## config.mk

```make
export PLATFORM = sky130hd
export DESIGN_NAME = hazard_scoreboard
export DESIGN_NICKNAME = d
export VERILOG_FILES = /design/src/rtl/hazard_scoreboard.sv
export SDC_FILE = /design/constraint.sdc
export NUM_CORES = 1
export LEC_CHECK = 0
export BUFFER_PORTS_ARGS = -buffer_cell sky130_fd_sc_hd__buf_4
export CAP_MARGIN = 5
export CORE_ASPECT_RATIO = 1.75
export CORE_UTILIZATION = 43
export CTS_CLUSTER_DIAMETER = 100
export DETAILED_ROUTE_END_ITERATION = 10
export HOLD_SLACK_MARGIN = 0.03
export PLACE_DENSITY = 0.68
export REMOVE_ABC_BUFFERS = 1
export SYNTH_ARGS = -nofsm -noshare
export SYNTH_HDL_FRONTEND = slang
export SYNTH_SLANG_ARGS = --single-unit
```

## constraint.sdc

```tcl
create_clock -name clk -period 5 [get_ports clk]
set_clock_uncertainty 0.15 [all_clocks]
set_input_delay 0 -clock clk [delete_from_list [all_inputs] [get_ports clk]]
set_output_delay 0 -clock clk [all_outputs]
set_load 0.005 [all_outputs]
```

## src/rtl/hazard_scoreboard.sv

```systemverilog
// hazard_scoreboard
//   Decode-side hazard unit. Keeps a small down-counter per architectural
//   register holding the number of cycles until that register's pending
//   result can be bypassed. Raises stall when the instruction in decode
//   reads a still-pending register (RAW), or would overwrite a register
//   whose older result completes later than its own (WAW).
//
// Ports
//   clk          CPU clock, rising edge
//   rst_n        synchronous reset, active low
//   en           pipeline advance (0 = freeze: all state holds)
//   flush        squash the instruction in decode (forces stall=0)
//   issue_valid  decode holds a valid instruction
//   rs_addr      NRP source addresses, port p = [p*AW +: AW]
//   rs_en        per-port "this port really reads" qualifier
//   rd_addr      destination register
//   rd_we        instruction writes rd
//   rd_lat       cycles until the result is bypassable (0 = forwardable now)
//   stall        hold PC/IF/ID and inject a bubble into EX
//   busy         bit r set while register r has a pending result
//   stall_count  saturating count of advancing cycles spent stalled
module hazard_scoreboard #(
  parameter int NREG    = 32,
  parameter int AW      = $clog2(NREG),
  parameter int NRP     = 2,
  parameter int LAT_MAX = 7,
  parameter int CW      = $clog2(LAT_MAX + 1)
) (
  input  logic              clk,
  input  logic              rst_n,
  input  logic              en,
  input  logic              flush,
  input  logic              issue_valid,
  input  logic [NRP*AW-1:0] rs_addr,
  input  logic [NRP-1:0]    rs_en,
  input  logic [AW-1:0]     rd_addr,
  input  logic              rd_we,
  input  logic [CW-1:0]     rd_lat,
  output logic              stall,
  output logic [NREG-1:0]   busy,
  output logic [31:0]       stall_count
);

  logic [CW-1:0] cnt_q [NREG];
  logic [CW-1:0] cnt_d [NREG];
  logic [31:0]   stall_count_q;
  logic [31:0]   stall_count_d;

  logic          raw;
  logic          waw;
  logic          rd_hit;
  logic [CW-1:0] rd_cnt;
  logic [CW-1:0] lat_cl;
  logic          stall_c;
  logic          fire;

  // Hazard detection. Lookups compare against every tracked index rather
  // than indexing directly, so x0 and addresses >= NREG never match.
  always_comb begin
    raw = 1'b0;
    for (int p = 0; p < NRP; p++) begin
      for (int r = 1; r < NREG; r++) begin
        if (rs_en[p] && (rs_addr[p*AW +: AW] == AW'(r)) && (cnt_q[r] != '0))
          raw = 1'b1;
      end
    end

    rd_hit = 1'b0;
    rd_cnt = '0;
    for (int r = 1; r < NREG; r++) begin
      if (rd_addr == AW'(r)) begin
        rd_hit = 1'b1;
        rd_cnt = cnt_q[r];
      end
    end

    lat_cl = (int'(rd_lat) > LAT_MAX) ? CW'(LAT_MAX) : rd_lat;

    // An older result landing after ours would clobber it; wait until the
    // older one completes no later than the new one.
    waw     = rd_we && rd_hit && (rd_cnt > lat_cl);
    stall_c = issue_valid && !flush && (raw || waw);
    fire    = en && issue_valid && !stall_c && !flush && rd_we && rd_hit;
  end

  // Next-state: decrement every pending counter; a new allocation on the
  // same register overrides its decrement. Freeze holds everything.
  always_comb begin
    for (int r = 0; r < NREG; r++) begin
      cnt_d[r] = cnt_q[r];
      if (r != 0 && en) begin
        if (fire && (rd_addr == AW'(r)))
          cnt_d[r] = lat_cl;
        else if (cnt_q[r] != '0)
          cnt_d[r] = cnt_q[r] - CW'(1);
      end
    end
    cnt_d[0] = '0;

    stall_count_d = stall_count_q;
    if (en && stall_c && (stall_count_q != 32'hFFFF_FFFF))
      stall_count_d = stall_count_q + 32'd1;
  end

  always_ff @(posedge clk) begin
    if (!rst_n) begin
      for (int r = 0; r < NREG; r++) cnt_q[r] <= '0;
      stall_count_q <= '0;
    end else begin
      for (int r = 0; r < NREG; r++) cnt_q[r] <= cnt_d[r];
      stall_count_q <= stall_count_d;
    end
  end

  generate
    for (genvar gi = 0; gi < NREG; gi++) begin : g_busy
      if (gi == 0) begin : g_zero
        assign busy[gi] = 1'b0;
      end else begin : g_reg
        assign busy[gi] = (cnt_q[gi] != '0);
      end
    end
  endgenerate

  assign stall       = stall_c;
  assign stall_count = stall_count_q;

endmodule
```

[Word level (Yosys, flattened, before mapping)]
Memory sizes are Yosys's and may differ from the RTL's.
Index checks and enable logic that the tools add are counted.
Operators by class
  add/subtract/negate cells: 32
  bitwise logic cells: 32
  multiplexer cells: 251
  eq/ne operators: 94
  magnitude comparators: 1
  reduce and logical (&&, ||, !) cells: 200
Operator list (number)
  3-bit 2-to-1 mux: 156
  5-bit == test, second input constant: 48
  1-bit logical AND: 166
  5-bit by 4-bit == test with 1-bit output, second input constant: 24
  1-bit 2-to-1 mux: 95
  3-bit nonzero test: 31
  3-bit by 1-bit subtractor with 3-bit output, second input constant: 31
  5-bit by 3-bit == test with 1-bit output, second input constant: 12
  32-bit by 1-bit adder with 32-bit output, second input constant: 1
  32-bit inequality test, second input constant: 1
  1-bit bitwise OR: 32
  5-bit by 2-bit == test with 1-bit output, second input constant: 6
  5-bit by 1-bit == test with 1-bit output, second input constant: 3
  3-bit > comparator: 1
  1-bit zero test: 2
  1-bit logical OR: 1
Storage, ports and cells
  input bits: 26
  output and inout port bits: 65
  word-level logic and storage cells: 612
  memories kept: 1
  bits in registers: 32
  RAM bits: 96
Memory list
  cnt_q: words 32, bits a word 3, read ports 31, clocked after Yosys merged registers in 0, wr ports 32, RTL line 44  | logic [CW-1:0] cnt_q [NREG];

[Depth between registers and ports, before layout]
Gate-level depths: netlist (run 1).
  word-level depth: 76
  depth in mapped cells: 23
  mapped depth without buffers: 19

[Worst setup path before layout (run 1)]
Ideal clock, no wire load.
  path kind: input-to-reg
  from: in rd_addr[3]
  to: mem cnt_q[0][19] in the netlist's numbering
  stages: 21
  path slack: 0.350 ns
  library setup time: 0.116 ns
  arrival time: 4.383 ns
  required time: 4.734 ns
  buffers on the path: 3
  path through: clkbuf_1 > nor3b_1 > o21ai_0 > o21ai_0 > a21oi_1 > o22ai_1 > a21oi_1 > o22ai_1 > a21oi_1 > a211oi_1 > ha_1 > a21o_1 > a21oi_1 > a31oi_1 > or3_1 > buf_1 > a2111oi_4 > buf_6 > nand3_4 > mux2_4 > o211a_1
RTL lines
  from (decl): RTL line 36  | input logic [AW-1:0] rd_addr,
  to (decl): RTL line 44

==> impl_metrics.tcl, run 1 <==
set metrics [dict create \
    synthesis.instances 1303 \
    synth_cell_types 75 \
    tritoncts.num_buffers 17 \
    worstReg2RegStart "cnt_q[0][26]$_SDFFE_PN0P_" \
    syn_area_mm2 0.0102 \
    total_leakage_power_nw 4.59 \
    mean_instance_size_in_the_synthesized_netlist_um2 7.79 \
    power.ir.vdd_worst_mv 0.279 \
    synth-adder-area-share_pct 8.13 \
    delay_of_the_slowest_cell_on_the_worst_path_ps 460 \
    rsz0062_at_grt "no" \
    cts_num_sinks 125 \
    portBuffers 89 \
    routed_antenna_nets 0 \
    area.growth.synth_to_final_pct 15.2 \
    grt_pass1_vias 10400 \
    die_y_um 205 \
    cts.clk_slew.worst_paths_ps 60 \
    crit_slowest_cell "sky130_fd_sc_hd__or3_1" \
    first_iter_violations 869 \
    layout.nets 1451 \
    num_rows 74 \
    yosys.area_share.xor_xnor_pct 0.259 \
    antenna_cells 0 \
    synthFlopType "sky130_fd_sc_hd__dfxtp_1" \
    clockBufferDepth 2 \
    ios 91 \
    run_status "complete, no violations" \
    timing_max_transition_violations_final 0 \
    cp-start-kind "register" \
    grt_use_total_pct 31.3 \
    worstSetupPathType "register to register" \
    report.final.setup_viol 0 \
    timing.fmax_mhz 220 \
    gp_congestion 1.05 \
    hold_path.startpoint "rd_we" \
    whs_endpoint "stall_count[24]$_SDFFE_PN0P_" \
    route.vias.total 10800 \
    wl_um 38200 \
    worst-r2r-setup-slack_ps 460 \
    max_cap_violations 0 \
    ctsHoldBuffers 5 \
    grt_start_max_net_pins 96 \
    final_common_cell "sky130_fd_sc_hd__dfxtp_1" \
    power_per_cell_area_mw_per_mm2 555 \
    layout.cells.most_common_list "sky130_fd_sc_hd__dfxtp_1 (125), sky130_fd_sc_hd__buf_4 (122), sky130_fd_sc_hd__inv_1 (106), sky130_fd_sc_hd__a21oi_1 (93), sky130_fd_sc_hd__nor2_1 (74)" \
    fin_area_mm2 0.0117 \
    globalRouteOverflowTotal 0 \
    period_minus_slack_ps 4540 \
    reg2regPathDepth 17 \
    yosys_register_bits 125 \
    synth_simple_gate_area_share_pct 24.5 \
    worstReg2RegEnd "cnt_q[1][10]$_SDFFE_PN0P_" \
    die_area_mm2 0.0243 \
    final.hold.worst_slack_ps 85.4 \
    synthesis.yosys.warnings 0 \
    route.detailed.drc 0 \
    largest_family_of_logic_cells_by_synthesized_area "compound AO/OA/AOI/OAI gates" \
    floorplan.initialDensity_pct 43.7 \
    clockRootBuffer "sky130_fd_sc_hd__clkbuf_16" \
    routedWlPerCell_um 22.8 \
    antenna_found_initial 0 \
    compound_gate_portion_of_the_synthesized_area_pct 26.6 \
    first_pass_iters 5 \
    die_w_um 118 \
    post_cts_buffers 0 \
    report.final.hold_viol_count 0 \
    crit_chain "nor2b_1, a211oi_1, o32ai_1, a31o_2, a221oi_1, o22ai_1, a31oi_1, o22ai_1, ha_1, a21oi_1, a31oi_1, or3_1, a2111oi_4, buf_4, nand3_2, mux2_2, o221a_1" \
    worst_skew_pair.late_latency_ps 450 \
    timing.critical_path.required_ps 5190 \
    routed_via_density 6.46 \
    detailed_place_hpwl_um 27300 \
    post_cts_resize_count 0 \
    synth-seq-area-share_pct 24.6 \
    tritoncts "done" \
    worst_hold_path_type "primary input to register" \
    placedInstanceArea_mm2 0.0111 \
    maximum_fanout_along_the_worst_path 14 \
    drive_above_1_share_pct 14.1 \
    tightestPinTransition_ps 1230 \
    cts_htree_levels 4 \
    cp-end-kind "register" \
    synth.area.mux_share_pct 8.11 \
    core_area_mm2 0.0232 \
    min_delay_path_depth 5 \
    remaining_max_slew_budget_at_the_tightest_pin_pct 17.6 \
    min_period_over_period_pct 90.8 \
    grt_first_pass_wirelength_um 57900 \
    post_synthesis_async_set_or_reset_flop_share_pct 0 \
    cp_data_arrival_time_ps 4720 \
    number_of_flops_mapped_to_enable_cells_by_yosys 0 \
]
-- how the worst max path moves through the flow --
stage                              startpoint                   endpoint  slack (ps)  cells past startpoint
floorplan                          rd_addr[1]   cnt_q[0][4]$_SDFFE_PN0P_        -260                     18
detailed placement                 rd_addr[0]  cnt_q[1][10]$_SDFFE_PN0P_         360                     19
CTS                 cnt_q[0][26]$_SDFFE_PN0P_  cnt_q[1][10]$_SDFFE_PN0P_         540                     17
global route         cnt_q[1][6]$_SDFFE_PN0P_  cnt_q[0][42]$_SDFFE_PN0P_         300                     20
global placement                   rd_addr[0]  cnt_q[1][10]$_SDFFE_PN0P_         340                     19
finish              cnt_q[0][26]$_SDFFE_PN0P_  cnt_q[1][10]$_SDFFE_PN0P_         460                     17
-- cells by family (layout without fill, tap and decap cells) --
group                    Yosys count  after routing
AND/OR/NAND/NOR                  441            441
XOR/XNOR                           3              3
adder cells (fa/ha/maj)           66             66
multiplexers                      73             73
buffers and inverters            200            266
flip-flops                       125            125
AO/OA/AOI/OAI                    394            394
other                              1              1
-- state kept, by name, summed over array words and instances, names as in the netlist --
| name | count |
|---|---|
| cnt_q | 93 |
| stall_count | 32 |
-- synth_stat cells, types with 8 or more instances --
| master | number | area, um2 |
|---|---|---|
| sky130_fd_sc_hd__or4_1 | 9 | 67.6 |
| sky130_fd_sc_hd__buf_1 | 8 | 30.0 |
| sky130_fd_sc_hd__o2bb2ai_1 | 8 | 70.1 |
| sky130_fd_sc_hd__o32ai_1 | 20 | 175 |
| sky130_fd_sc_hd__nor4b_1 | 26 | 228 |
| sky130_fd_sc_hd__clkbuf_1 | 73 | 274 |
| sky130_fd_sc_hd__nor2_1 | 74 | 278 |
| sky130_fd_sc_hd__dfxtp_1 | 125 | 2500 |
| sky130_fd_sc_hd__o211ai_1 | 10 | 75.1 |
| sky130_fd_sc_hd__mux2_2 | 16 | 180 |
| sky130_fd_sc_hd__a31oi_1 | 26 | 163 |
| sky130_fd_sc_hd__ha_1 | 66 | 826 |
| sky130_fd_sc_hd__nor4_1 | 25 | 156 |
| sky130_fd_sc_hd__nand4_1 | 19 | 119 |
| sky130_fd_sc_hd__a211oi_1 | 14 | 105 |
| sky130_fd_sc_hd__nand2b_1 | 11 | 68.8 |
| sky130_fd_sc_hd__o211a_1 | 16 | 160 |
| sky130_fd_sc_hd__a2bb2oi_1 | 32 | 280 |
| sky130_fd_sc_hd__nor3_1 | 16 | 80.1 |
| sky130_fd_sc_hd__mux2i_1 | 50 | 500 |
| sky130_fd_sc_hd__and3_1 | 14 | 87.6 |
| sky130_fd_sc_hd__a21oi_1 | 93 | 465 |
| sky130_fd_sc_hd__or3_1 | 13 | 81.3 |
| sky130_fd_sc_hd__nand2_1 | 64 | 240 |
| sky130_fd_sc_hd__nand3_1 | 70 | 350 |
| sky130_fd_sc_hd__o21a_1 | 19 | 143 |
| sky130_fd_sc_hd__o21ai_0 | 65 | 325 |
| sky130_fd_sc_hd__o22ai_1 | 22 | 138 |
| sky130_fd_sc_hd__nor2b_1 | 65 | 407 |
| sky130_fd_sc_hd__inv_1 | 107 | 402 |
| sky130_fd_sc_hd__o31ai_1 | 11 | 82.6 |
-- layer usage --
metal	GRT usage (%)	routed length (um)	part of all wire, %	vias to the layer above
li1	-	-	-	4947
met4	26.9	3270	8.6	0
met1	32.1	13800	36	5175
met2	55.5	18800	49	503
met3	4.82	2270	5.9	183
met5	0	0	0	-
-- report_power, final --
group / leakage, nW / internal (W) / switching [W]
sequential: 1.02 / 0.00131 / 0.000319
combinational: 3.30 / 0.00150 / 0.00212
clock: 0.274 / 0.000760 / 0.000476
-- area by class of cell --
type	instances	area (um2)
fillers	2323	11500
repair buffers	127	966
inverters	110	413
clock buffers	22	474
clock inverters	7	90.1
multi-input cells	978	6870
flip-flops and latches	125	2500
well taps	304	380
-- per-stage QoR --
stage,total power (W),TNS [ps],utilization [%],std cells,setup slack (ps)
4_1_cts,0.00644,0,50.3,1673,545
2_1_floorplan,0.00378,-4190,-,1213,-258
6_report,0.00649,0,50.3,1673,461
5_1_grt,0.00691,0,50.3,1673,302
3_3_place_gp,0.00509,0,47.7,1639,342
3_5_place_dp,0.00517,0,47.7,1639,358
-- critical path, delay by kind of cell, from the launching register on --
family,cells,cell delay [ps]
adder cells (fa/ha/maj),1,300
buffers and inverters,1,340
multiplexers,1,310
flip-flops,1,350
AND/OR/NAND/NOR,3,780
AO/OA/AOI/OAI,11,2200
No activity file was read; power rests on OpenSTA's default activity.
==> run 2: changes to the inputs <==
--- a/config.mk
+++ b/config.mk
@@ -11,6 +11,7 @@
 export CORE_UTILIZATION = 43
 export CTS_CLUSTER_DIAMETER = 100
 export DETAILED_ROUTE_END_ITERATION = 10
+export GPL_TIMING_DRIVEN = 0
 export HOLD_SLACK_MARGIN = 0.03
 export PLACE_DENSITY = 0.68
 export REMOVE_ABC_BUFFERS = 1
==> impl_metrics.tcl, run 2 (synthesis gave the netlist of run 1 again) <==
set metrics [dict create \
    run_status "complete, no violations" \
    floorplan.initialDensity_pct 43.7 \
    rsz0062_at_grt "no" \
    total_power_w 0.00647 \
    post-place-cells 1611 \
    post_route_setup_tns_ps 0 \
    tritoncts.num_buffers 17 \
    timing.fmax_mhz 208 \
    first_pass_iters 8 \
    clockRootBuffer "sky130_fd_sc_hd__clkbuf_16" \
    delay_of_the_slowest_cell_on_the_worst_path_ps 480 \
    total_leakage_power_nw 4.54 \
    p_sw_w 0.00290 \
    worst_skew_pair.late_latency_ps 440 \
    routedWlPerCell_um 22.2 \
    power.ir.vdd_worst_mv 0.274 \
    route.vias.total 10700 \
    largest-register "cnt_q" \
    internal_power_w 0.00357 \
    placedInstanceArea_mm2 0.0110 \
    timing.critical_path.required_ps 5180 \
    grt_use_total_pct 30.5 \
    final-seq-area_mm2 0.00250 \
    worst_hold_path_type "primary input to register" \
    cp-start-kind "primary input" \
    largest_register_ff_count 93 \
    die_y_um 205 \
    tightestPinTransition_ps 1370 \
    route.detailed.drc 0 \
    grt_pass1_vias 10400 \
    tritoncts "done" \
    remaining_max_slew_budget_at_the_tightest_pin_pct 8.31 \
    report.final.setup_viol 0 \
    layout.nets 1432 \
    cts_num_sinks 125 \
    max_cap_violations 0 \
    power_frac_comb_pct 56.0 \
    nFillCells 2259 \
    ios 91 \
    min_period_over_period_pct 96.2 \
    portBuffers 89 \
    antenna_cells 0 \
    antenna_found_initial 0 \
    worstSetupPathType "primary input to register" \
    multi_input_area_mm2 0.00694 \
    layout.cells.most_common_list "sky130_fd_sc_hd__dfxtp_1 (125), sky130_fd_sc_hd__inv_1 (105), sky130_fd_sc_hd__buf_4 (95), sky130_fd_sc_hd__a21oi_1 (93), sky130_fd_sc_hd__nor2_1 (74)" \
    cts.clk_slew.worst_paths_ps 60 \
    fin_ws_ps 189 \
    finalNonFillerCells 1657 \
    first_iter_violations 931 \
    maximum_fanout_along_the_worst_path 19 \
    timing_max_transition_violations_final 0 \
    crit_slowest_cell "sky130_fd_sc_hd__or3_4" \
    cp-end-kind "register" \
    cp_data_arrival_time_ps 4990 \
    sw_frac_of_total_pct 44.8 \
    report.final.hold_viol_count 0 \
    detailed_place_hpwl_um 25600 \
    die_area_mm2 0.0243 \
    routed_via_density 6.47 \
    path_delay_family "compound AO/OA/AOI/OAI gates" \
    crit_chain "buf_4, nor2b_1, and2_1, o21ai_0, a222oi_1, a21oi_1, o22ai_1, a21oi_1, a211oi_2, ha_1, a21o_1, a21oi_1, a31oi_1, or3_4, a2111oi_4, buf_8, buf_6, nand3_2, and4_1, o31a_1" \
    globalRouteOverflowTotal 0 \
    pwr-share-seq_pct 24.8 \
    routed_antenna_nets 0 \
    power_per_cell_area_mw_per_mm2 553 \
    place_worst_setup_slack_ps -1740 \
    core_area_mm2 0.0232 \
    cp_common_cell "sky130_fd_sc_hd__a21oi_1" \
    period_minus_slack_ps 4810 \
    grt_start_max_net_pins 59 \
    grt_first_pass_wirelength_um 56900 \
    drive_above_1_share_pct 14.0 \
    cts_htree_levels 4 \
    fin_area_mm2 0.0117 \
    area.growth.synth_to_final_pct 15.3 \
    clkPwrFrac_pct 19.2 \
    num_rows 74 \
    cp_bufs_invs 3 \
    wl_um 36700 \
    die_w_um 118 \
    clockBufferDepth 2 \
    final_common_cell "sky130_fd_sc_hd__dfxtp_1" \
    gp_congestion 0.984 \
]
==> run 2: cell type report <==
type | instances | area share (%)
Clock buffer | 21 | 3.93
Clock inverter | 11 | 1.00
Multi-Input combinational cell | 978 | 59.3
Timing Repair Buffer | 108 | 7.57
Tap cell | 304 | 3.25
Sequential cell | 125 | 21.4
Inverter | 110 | 3.60
==> run 2: tightest hold or removal path, stage by stage <==
cell and delay [ps]:
sky130_fd_sc_hd__buf_4 190, sky130_fd_sc_hd__nor3b_4 120, sky130_fd_sc_hd__nand3_4 120, sky130_fd_sc_hd__mux2i_1 70, sky130_fd_sc_hd__o32ai_1 110
==> run 2: power groups by stage <==
stage	clock network (W)	logic (W)	registers, W
6_report	0.00124	0.00363	0.00160
4_1_cts	0.00127	0.00358	0.00160
2_1_floorplan	0	0.00226	0.00152
3_3_place_gp	0	0.00342	0.00161
5_1_grt	0.00130	0.00401	0.00164
3_5_place_dp	0	0.00353	0.00161
==> run 2: per-layer routing <==
layer / GRT usage (%) / vias up / routed length, um
met1: 31.7 / 5121 / 13100
met4: 26.5 / 0 / 3310
met2: 52.9 / 503 / 17900
met3: 5.60 / 196 / 2370
li1: - / 4904 / -
met5: 0 / - / 0
==> run 2: what timing repair did <==
item,4_1_cts,5_1_grt
setup buffers,8,0
endpoints found under the setup margin,83,26
endpoints found under the hold margin,62,0
gates resized for setup,13,4
pin swaps,1,2
hold buffers,5,0
==> run 2: through the flow <==
stage,hold slack (ps),utilization [%]
floorplan,-62.3,-
global placement,235,46.6
detailed placement,220,47.1
CTS,56.5,50.3
global route,100,50.4
finish,66.8,50.4
==> run 2: path summary, 6_finish.rpt <==
kind | start | to | slack (ps) | cells past startpoint
hold / removal | rd_addr[3] | cnt_q[0][15]$_SDFFE_PN0P_ | 70 | 5
hold reg to reg | stall_count[1]$_SDFFE_PN0P_ | stall_count[1]$_SDFFE_PN0P_ | 340 | 2
setup reg to reg | cnt_q[0][10]$_SDFFE_PN0P_ | cnt_q[1][9]$_SDFFE_PN0P_ | 240 | 19
setup / recovery | rd_addr[3] | cnt_q[1][9]$_SDFFE_PN0P_ | 190 | 20
